`config.mk`:
```
export PLATFORM = sky130hd
export DESIGN_NAME = regfile_sequencer
export DESIGN_NICKNAME = d
export VERILOG_FILES = /design/src/rtl/regfile_sequencer.sv
export SDC_FILE = /design/constraint.sdc
export NUM_CORES = 1
export LEC_CHECK = 0
export CORE_AREA = 2 2 139 73
export CTS_BUF_LIST = sky130_fd_sc_hd__clkbuf_16
export DETAILED_ROUTE_END_ITERATION = 10
export DIE_AREA = 0 0 141 75
export PLACE_DENSITY = 0.84
export SLEW_MARGIN = 5
export SYNTH_ARGS = -nofsm -noshare
export SYNTH_HDL_FRONTEND = slang
export SYNTH_SLANG_ARGS = --single-unit
```
`constraint.sdc`:
```
create_clock -name clock -period 3.8 [get_ports clock]
set_input_delay 0.76 -clock clock [delete_from_list [all_inputs] [get_ports clock]]
set_output_delay 0.76 -clock clock [all_outputs]
set_load 0.005 [all_outputs]
```
`src/rtl/regfile_sequencer.sv`:
```
// Command sequencer for an 8 x 16-bit single-port register file: expands IN/MOVE/OUT/SWAP
// into read/capture/write cycles. Every output except cmd_ready comes straight from a flop.
module regfile_sequencer #(
  parameter int DW = 16,
  parameter int AW = 3
) (
  input  logic          clock,
  input  logic          reset,
  input  logic          cmd_valid,
  output logic          cmd_ready,
  input  logic [1:0]    cmd_op,
  input  logic [AW-1:0] cmd_src,
  input  logic [AW-1:0] cmd_dst,
  input  logic [DW-1:0] cmd_data,
  output logic [AW-1:0] rf_code,
  output logic [DW-1:0] rf_wdata,
  output logic          rf_we,
  output logic          rf_re,
  input  logic [DW-1:0] rf_rdata,
  output logic          out_valid,
  output logic [DW-1:0] out_data,
  output logic          done,
  output logic [7:0]    cmd_count
);

  typedef enum logic [2:0] {S_IDLE, S_RD_A, S_RD_B, S_CAP, S_WR_A, S_WR_B} state_t;
  typedef enum logic [1:0] {OP_IN, OP_MOVE, OP_OUT, OP_SWAP} op_t;

  state_t        state_q, state_d;
  op_t           op_q, op_d;
  logic [AW-1:0] src_q, src_d, dst_q, dst_d, rf_code_q, rf_code_d;
  logic [DW-1:0] data_q, data_d, tmp_a_q, tmp_a_d, tmp_b_q, tmp_b_d;
  logic [DW-1:0] rf_wdata_q, rf_wdata_d, out_data_q, out_data_d;
  logic          rf_we_q, rf_we_d, rf_re_q, rf_re_d;
  logic          out_valid_q, out_valid_d, done_q, done_d;
  logic [7:0]    cmd_count_q, cmd_count_d;

  assign cmd_ready = (state_q == S_IDLE) && !reset;

  always_comb begin
    // NOTE: every _d starts from its held value (or 0 for strobes) so no path infers a latch.
    state_d     = state_q;
    op_d        = op_q;
    src_d       = src_q;
    dst_d       = dst_q;
    data_d      = data_q;
    tmp_a_d     = tmp_a_q;
    tmp_b_d     = tmp_b_q;
    out_data_d  = out_data_q;
    out_valid_d = 1'b0;

    case (state_q)
      S_IDLE: begin
        if (cmd_valid) begin
          op_d    = op_t'(cmd_op);
          src_d   = cmd_src;
          dst_d   = cmd_dst;
          data_d  = cmd_data;
          state_d = (op_t'(cmd_op) == OP_IN) ? S_WR_A : S_RD_A;
        end
      end
      S_RD_A: state_d = (op_q == OP_SWAP) ? S_RD_B : S_CAP;
      S_RD_B: begin
        tmp_a_d = rf_rdata;
        state_d = S_CAP;
      end
      S_CAP: begin
        case (op_q)
          OP_OUT: begin
            out_data_d  = rf_rdata;
            out_valid_d = 1'b1;
            state_d     = S_IDLE;
          end
          OP_SWAP: begin
            tmp_b_d = rf_rdata;
            state_d = S_WR_A;
          end
          default: begin
            tmp_a_d = rf_rdata;
            state_d = S_WR_A;
          end
        endcase
      end
      S_WR_A:  state_d = (op_q == OP_SWAP) ? S_WR_B : S_IDLE;
      S_WR_B:  state_d = S_IDLE;
      default: state_d = S_IDLE;
    endcase

    // Register-file strobes are decoded from the next state so they line up with it.
    done_d      = (state_q != S_IDLE) && (state_d == S_IDLE);
    cmd_count_d = cmd_count_q + {7'd0, done_d};
    rf_we_d     = (state_d == S_WR_A) || (state_d == S_WR_B);
    rf_re_d     = (state_d == S_RD_A) || (state_d == S_RD_B);
    rf_code_d   = '0;
    rf_wdata_d  = '0;
    case (state_d)
      S_RD_A: rf_code_d = src_d;
      S_RD_B: rf_code_d = dst_d;
      S_WR_A: begin
        rf_code_d  = dst_d;
        rf_wdata_d = (op_d == OP_IN) ? data_d : tmp_a_d;
      end
      S_WR_B: begin
        rf_code_d  = src_d;
        rf_wdata_d = tmp_b_d;
      end
      default: ;
    endcase
  end

  // NOTE: state flops use non-blocking assignments so all of them update from pre-edge values.
  always_ff @(posedge clock or posedge reset) begin
    if (reset) begin
      state_q     <= S_IDLE;
      op_q        <= OP_IN;
      src_q       <= '0;
      dst_q       <= '0;
      data_q      <= '0;
      tmp_a_q     <= '0;
      tmp_b_q     <= '0;
      rf_code_q   <= '0;
      rf_wdata_q  <= '0;
      rf_we_q     <= 1'b0;
      rf_re_q     <= 1'b0;
      out_valid_q <= 1'b0;
      out_data_q  <= '0;
      done_q      <= 1'b0;
      cmd_count_q <= '0;
    end else begin
      state_q     <= state_d;
      op_q        <= op_d;
      src_q       <= src_d;
      dst_q       <= dst_d;
      data_q      <= data_d;
      tmp_a_q     <= tmp_a_d;
      tmp_b_q     <= tmp_b_d;
      rf_code_q   <= rf_code_d;
      rf_wdata_q  <= rf_wdata_d;
      rf_we_q     <= rf_we_d;
      rf_re_q     <= rf_re_d;
      out_valid_q <= out_valid_d;
      out_data_q  <= out_data_d;
      done_q      <= done_d;
      cmd_count_q <= cmd_count_d;
    end
  end

  assign rf_code   = rf_code_q;
  assign rf_wdata  = rf_wdata_q;
  assign rf_we     = rf_we_q;
  assign rf_re     = rf_re_q;
  assign out_valid = out_valid_q;
  assign out_data  = out_data_q;
  assign done      = done_q;
  assign cmd_count = cmd_count_q;

endmodule

```
==> key figures, run 1 <==
Status
  – Result of the run: completed

Setup path
  – Data arrival time of the worst path: 1970 ps
  – CP most frequent cell: sky130_fd_sc_hd__clkdlybuf4s50_1
  – Maximum fanout count along the critical path: 2
  – Cells traversed along the worst timing path: clkdlybuf4s50_1 -> nor4_1 -> clkdlybuf4s50_1
  – Worst-path cell with the longest stage delay: sky130_fd_sc_hd__clkdlybuf4s50_1
  – Startpoint kind of the worst setup timing path: primary input
  – Nature of the critical path endpoint: output port
  – Required time worst endpoint: 3040 ps
  – Startpoint-to-endpoint class of the critical path: in -> out
  – Buffers plus inverters on the worst setup path: 2
  – CP top delay family: buffers and inverters
  – Slowest Stage Delay on Critical Path: 550 ps

Power and ir drop
  – Largest voltage drop on the vdd net: 0.3464 mV
  – Design internal power: 3.396 mW
  – Share of total power consumed by net switching: 0.3474
  – Sw power: 1.808 mW
  – Power density over the cells: 862.1 nW/um^2
  – Combinational cell fraction of total power: 0.446
  – Power share of the sequential group: 0.389
  – Clock group share of total power: 0.165
  – Leak Pwr: 2.634 nW

Cells and area
  – Multi-input gate area in the final layout: 1958 um^2
  – Net count, final: 505
  – Sequential cell area: 2653 um^2
  – Area Growth Syn to Fin: 25.65%
  – Fraction of layout cells with a size suffix above 1: 0.1828
  – Antenna diode instance count: 0
  – Count of fill cells added during filler insertion: 699
  – Most common cell after layout, fill and taps aside: sky130_fd_sc_hd__dfrtp_1
  – Most frequent cells in the layout: sky130_fd_sc_hd__dfrtp_1, sky130_fd_sc_hd__clkdlybuf4s50_1, sky130_fd_sc_hd__mux2_2, sky130_fd_sc_hd__a211oi_1, sky130_fd_sc_hd__nor2_1

Place
  – Port Buf Inserts: 90
  – RePlAce Congestion: 0.8024
  – Pre-CTS setup slack: 758.3 ps
  – Post-detailed-placement half-perimeter wirelength: 6.951 mm

Synthesis
  – Flip-flop and latch count after synthesis: 106
  – Sequential-to-total area share from yosys stat: 0.5521
  – Library cells used by synthesis: 44
  – Count of yosys warnings during synthesis: 0
  – Leading register cell type out of synthesis: sky130_fd_sc_hd__dfrtp_1
  – Post-synthesis cell area: 4805 um^2
  – Syn Nets: 424
  – Number of instances in the synthesized netlist: 379
  – Average size of a mapped cell: 12.68 um^2
  – Async set-or-reset flop fraction in the synthesized netlist: 1.000
  – EDFF count, synth: 0

CTS
  – Number of buffers inserted during clock tree synthesis: 9
  – TritonCTS clock tree: done
  – Post-CTS Resized: 0
  – Hold Buf Count CTS: 0
  – Buffer cell driving the clock tree root: sky130_fd_sc_hd__clkbuf_16
  – H-tree depth: 3
  – Number of clock sinks: 106
  – Setup fix buffers added after clock tree synthesis: 0
  – Clock transition at the registers of the reported paths: 70 ps
  – Buffer levels on the longest clock path: 2
  – Worst-skew pair later-pin latency: 350 ps

GRT
  – First-pass GRT wire length: 17.26 mm
  – GR Overflow Total: 0
  – Number of global-route vias before repair: 3397
  – GRT Resource Usage Total: 0.2122
  – Initial antenna violation count: 0
  – Maximum number of pins on one net before global-route repair: 58

STA
  – Setup TNS Final: 0 ps
  – Final min period: 2729 ps
  – Maximum achievable frequency: 366.4 MHz
  – Unrepaired setup endpoints after global routing: no
  – Max-slew headroom at the worst pin: 0.3987
  – Final period utilization: 0.7182
  – Actual slew at the worst max-slew pin: 901.9 ps
  – Final number of max-transition violations: 0
  – Endpoints failing setup: 0
  – Setup clock skew after layout: 8.717 ps
  – Worst path setup slack after routing: 1071 ps
  – Number of endpoints with negative hold slack in the final report: 0

Drt
  – Post-Route WL: 10.63 mm
  – DR WL/cell: 18.13 um
  – Remaining design rule violation count: 0
  – Number of DRC violations after detailed-routing iteration 0: 215
  – DR vias/cell: 5.857
  – TritonRoute pass-1 iters: 4
  – DR vias: 3432
  – Antenna Violating Nets Remaining: 0

Floorplan
  – Vert. Die Dim: 75 um
  – Initial Util: 0.5172
  – Ports placed on the boundary: 91
  – Count of standard-cell rows: 25
  – Area of the die: 10580 um^2
  – Standard cell core area: 9290 um^2
  – Die outline width: 141 um

Run
  – Max-cap viol count: 0

Worst hold path
  – Hold WC Path Type: reg -> reg
## state kept, by name, summed over array words and instances, names as in the netlist
register	count
dst_q	3
state_q	3
out_valid	1
tmp_a_q	16
out_data	16
rf_wdata	16
rf_we	1
op_q	2
data_q	16
rf_code	3
tmp_b_q	16
cmd_count	8
src_q	3
done	1
rf_re	1
## layer usage
layer / vias up / GRT usage / share of wire
met1: 1737 / 0.2814 / 0.44
met2: 101 / 0.3512 / 0.49
li1: 1575 / - / -
met5: - / 0 / 0
met4: 0 / 0.07444 / 0.015
met3: 19 / 0.05280 / 0.054
## tightest hold or removal path, delay by kind of cell (launching register included)
kind,cells,cell delay [ps]
flops,1,320
mux,1,80
buf+inv,1,50
## path summary, 6_finish.rpt
| kind | start | to | slack, ps | cells after the start |
|---|---|---|---|---|
| worst max-delay path | reset | cmd_ready | 1070 | 3 |
| max in group asynchronous | reset | tmp_a_q[2] | 2140 | 3 |
| worst min-delay path | dst_q[2] | dst_q[2] | 480 | 2 |
| worst min register to register | dst_q[2] | dst_q[2] | 480 | 2 |
| min in group asynchronous | reset | cmd_count[2] | 920 | 2 |
| worst max register to register | state_q[0] | rf_wdata[13] | 1080 | 5 |
## synth_stat cells, drive strengths merged, types with 6 or more instances
cell / instances / area share
o32a: 14 / 0.029
mux2: 51 / 0.13
nor2: 23 / 0.018
o21ai: 19 / 0.021
inv: 8 / 0.0063
nand2: 10 / 0.0094
clkbuf: 6 / 0.0047
a21o: 16 / 0.025
and3: 15 / 0.020
buf: 19 / 0.029
a211oi: 28 / 0.044
o2bb2ai: 19 / 0.035
dfrtp: 106 / 0.55
## through the flow
| stage | utilization | hold WS (ps) | power (mW) | cell area (um^2) | std cells |
|---|---|---|---|---|---|
| after floorplan | - | 446.5 | 3.547 | 4805 | 379 |
| after global placement | 0.6198 | 459.5 | 4.251 | 5758 | 570 |
| after detailed placement | 0.6198 | 468.2 | 4.350 | 5758 | 570 |
| after CTS | 0.6498 | 487.7 | 5.237 | 6037 | 586 |
| after global routing | 0.6498 | 507.9 | 5.566 | 6037 | 586 |
| final | 0.6498 | 482.2 | 5.204 | 6037 | 586 |
## area by class of cell
type                            instances  share of cell area
Clock buffer                            9             0.03731
Multi-Input combinational cell        240              0.3244
Inverter                                8            0.005389
Timing Repair Buffer                   95              0.1596
Sequential cell                       106              0.4394
Clock inverter                          7            0.008912
Tap cell                              121             0.02508
## cells by family (layout without fill, tap and decap cells)
logic type | Yosys count | after routing | synth area share
and+or+nand+nor | 67 | 67 | 0.08204
xor gates and xnor gates | 7 | 7 | 0.01276
muxes | 56 | 56 | 0.1378
DFF | 106 | 106 | 0.5521
buffers and inverters | 33 | 119 | 0.04036
adders and majority gates | 2 | 2 | 0.005208
AOI/OAI and AO/OA | 108 | 108 | 0.1698
## power by group through the flow
stage | combinational [mW] | clock, mW | sequential (mW)
2_1_floorplan | 1.61 | 0 | 1.94
3_3_place_gp | 2.25 | 0 | 2.00
3_5_place_dp | 2.31 | 0 | 2.04
4_1_cts | 2.33 | 0.881 | 2.02
5_1_grt | 2.54 | 0.928 | 2.09
6_report | 2.32 | 0.861 | 2.02
No activity file was read; power rests on OpenSTA's default activity.
==> run 2: changes to the inputs <==
Settings changed: CORE_AREA 2 2 139 73 to 2 2 146 77, DIE_AREA 0 0 141 75 to 0 0 148 79, PLACE_DENSITY 0.84 to 0.8.
Clock period 3.8 ns to 2.5 ns, I/O delays scaled along.
==> run 2 against run 1 <==
Against the previous run: register-to-register slack got worse by 820 ps; via count increased by 0.47%; sequential share of layout area decreased by 1.3 points; worst setup slack got worse by 880 ps; die area increased by 11%; flip-flop and latch count unchanged; final area increased by 3.0%; critical path type is now reg -> out; largest power group unchanged.
==> key figures, run 2 (synthesized netlist as in run 1, its figures left out) <==
STA
  – Setup clock skew after layout: 7.627 ps (-1.090 ps)
  – Maximum achievable frequency: 433.0 MHz
  – Final min period: 2309 ps
  – Final number of max-transition violations: 0 (unchanged)
  – Number of endpoints with negative hold slack in the final report: 0 (unchanged)
  – Final period utilization: 0.9238
  – Setup TNS Final: 0 ps (unchanged)
  – Actual slew at the worst max-slew pin: 972.2 ps (+70.27 ps)
  – Max-slew headroom at the worst pin: 0.3518 (-0.04693)
  – Worst path setup slack after routing: 190.6 ps (-880.1 ps)
  – Endpoints failing setup: 0 (unchanged)
  – Unrepaired setup endpoints after global routing: no

Floorplan
  – Standard cell core area: 10540 um^2 (+13%)
  – Die outline width: 148 um (+5.0%)
  – Count of standard-cell rows: 27 (+8.0%)
  – Vert. Die Dim: 79 um (+5.3%)
  – Ports placed on the boundary: 91 (unchanged)
  – Area of the die: 11690 um^2 (+11%)
  – Initial Util: 0.4558 (-0.06133)

Cells and area
  – Most common cell after layout, fill and taps aside: sky130_fd_sc_hd__dfrtp_1
  – Most frequent cells in the layout: sky130_fd_sc_hd__dfrtp_1, sky130_fd_sc_hd__clkdlybuf4s50_1, sky130_fd_sc_hd__mux2_2, sky130_fd_sc_hd__a211oi_1, sky130_fd_sc_hd__nor2_1
  – Non-filler instance count after layout: 625 (+6.7%)
  – Fraction of layout cells with a size suffix above 1: 0.2088 (+0.02597)
  – Net count, final: 519 (+2.8%)
  – Post-Route Utilization: 0.5899 (-0.05997)
  – Area Growth Syn to Fin: 29.40%

GRT
  – Grt met1 use: 0.3301 (+0.04870)
  – Met2 track demand over resource: 0.3162 (-0.03502)
  – First-pass GRT wire length: 19.81 mm (+15%)
  – Initial antenna violation count: 1 (+1)
  – Layer with the highest usage: met1
  – Maximum number of pins on one net before global-route repair: 107 (+84%)
  – GR Overflow Total: 0 (unchanged)
  – Number of global-route vias before repair: 3593 (+5.8%)
  – Met3 track demand over resource: 0.06782 (+0.01502)
  – GRT Resource Usage Total: 0.2221 (+0.009852)

Setup path
  – Startpoint kind of the worst setup timing path: register
  – Startpoint-to-endpoint class of the critical path: reg -> out
  – Required time worst endpoint: 2000 ps (-1040 ps)
  – Maximum fanout count along the critical path: 11 (+9)
  – CP top delay family: buffers and inverters
  – Cells traversed along the worst timing path: buf_4 -> nor4_1 -> clkdlybuf4s50_1
  – Worst-path cell with the longest stage delay: sky130_fd_sc_hd__clkdlybuf4s50_1
  – Slowest Stage Delay on Critical Path: 540 ps (about the same)
  – Critical register-to-register path startpoint: op_q[1]
  – Worst setup startpoint: state_q[1]
  – Nature of the critical path endpoint: output port
  – Data arrival time of the worst path: 1810 ps (-160 ps)
  – Buffers plus inverters on the worst setup path: 2 (unchanged)

Place
  – RePlAce Congestion: 0.8370 (+4.3%)
  – Post-detailed-placement half-perimeter wirelength: 8.275 mm (+19%)
  – Port Buf Inserts: 90 (unchanged)
  – Pre-CTS setup slack: 41.49 ps (-716.9 ps)
  – Cell count after placement: 608 (+6.7%)

Drt
  – DR vias: 3448 (+0.47%)
  – DR vias/cell: 5.517 (-5.8%)
  – TritonRoute pass-1 iters: 4 (unchanged)
  – Remaining design rule violation count: 0 (unchanged)
  – Number of DRC violations after detailed-routing iteration 0: 240 (+12%)
  – Antenna Violating Nets Remaining: 0 (unchanged)
  – Post-Route WL: 12.09 mm (+14%)
  – DR WL/cell: 19.34 um (+6.7%)

CTS
  – Buffer cell driving the clock tree root: sky130_fd_sc_hd__clkbuf_16
  – Number of clock sinks: 106 (unchanged)
  – Post-CTS Resized: 0 (unchanged)
  – TritonCTS clock tree: done
  – Number of buffers inserted during clock tree synthesis: 9 (unchanged)
  – Worst-skew pair later-pin latency: 360 ps (about the same)
  – H-tree depth: 3 (unchanged)
  – Buffer levels on the longest clock path: 2 (unchanged)
  – Clock transition at the registers of the reported paths: 80 ps (about the same)
  – Hold Buf Count CTS: 0 (unchanged)
  – Setup fix buffers added after clock tree synthesis: 0 (unchanged)

Power and ir drop
  – Largest voltage drop on the vdd net: 0.5234 mV (+51%)
  – Final total power: 8.328 mW (+60%)
  – Power density over the cells: 1339 nW/um^2 (+55%)
  – Leak Pwr: 2.717 nW (+3.2%)

Worst hold path
  – Start point of the worst min-delay path: cmd_count[7]
  – Hold WC Path Type: reg -> reg

Status
  – Result of the run: completed

Run
  – Max-cap viol count: 0 (unchanged)
-- run 2: final timing paths --
| check | endpoint | slack (ps) | cells after the start |
|---|---|---|---|
| setup / recovery | cmd_ready | 190 | 3 |
| hold / removal | cmd_count[7] | 470 | 1 |
| setup reg to reg | cmd_count[6] | 260 | 9 |
| hold reg to reg | cmd_count[7] | 470 | 1 |
| max in group asynchronous | out_data[15] | 1380 | 3 |
| min in group asynchronous | rf_wdata[6] | 710 | 3 |
-- run 2: where the power goes --
| group | total [mW] | switching, mW | internal, mW |
|---|---|---|---|
| logic | 3.85 | 1.79 | 2.06 |
| registers | 3.01 | 0.472 | 2.54 |
| clock network | 1.46 | 0.669 | 0.794 |
| total | 8.33 | 2.93 | 5.40 |
-- run 2: stage by stage --
stage | cell area (um^2) | hold WS [ps]
finish | 6217 | 471.8
detailed placement | 5907 | 464.3
global route | 6215 | 503.9
CTS | 6215 | 477.2
global placement | 5907 | 463.2
floorplan | 4808 | 446.5
-- run 2: area by class of cell --
class	count	area (um^2)
multi-input cells	240	1958
flip-flops and latches	106	2653
clock inverters	7	82.58
fillers	873	4323
clock buffers	9	225.2
diodes	1	2.502
inverters	8	33.78
well taps	145	181.4
repair buffers	109	1081
-- run 2: per-layer routing --
layer  vias to the layer above  part of all wire
met4                         0            0.0098
met3                        12             0.069
li1                       1600                 -
met2                       101              0.43
met1                      1735              0.49
met5                         -                 0
==> run 3: changes to the inputs <==
Settings changed: ABC_CLOCK_PERIOD_IN_PS from default to 2500, CTS_CLUSTER_DIAMETER from default to 80.
==> results of run 3 <==
Final layout, timing and power as in run 2 (identical DEF).
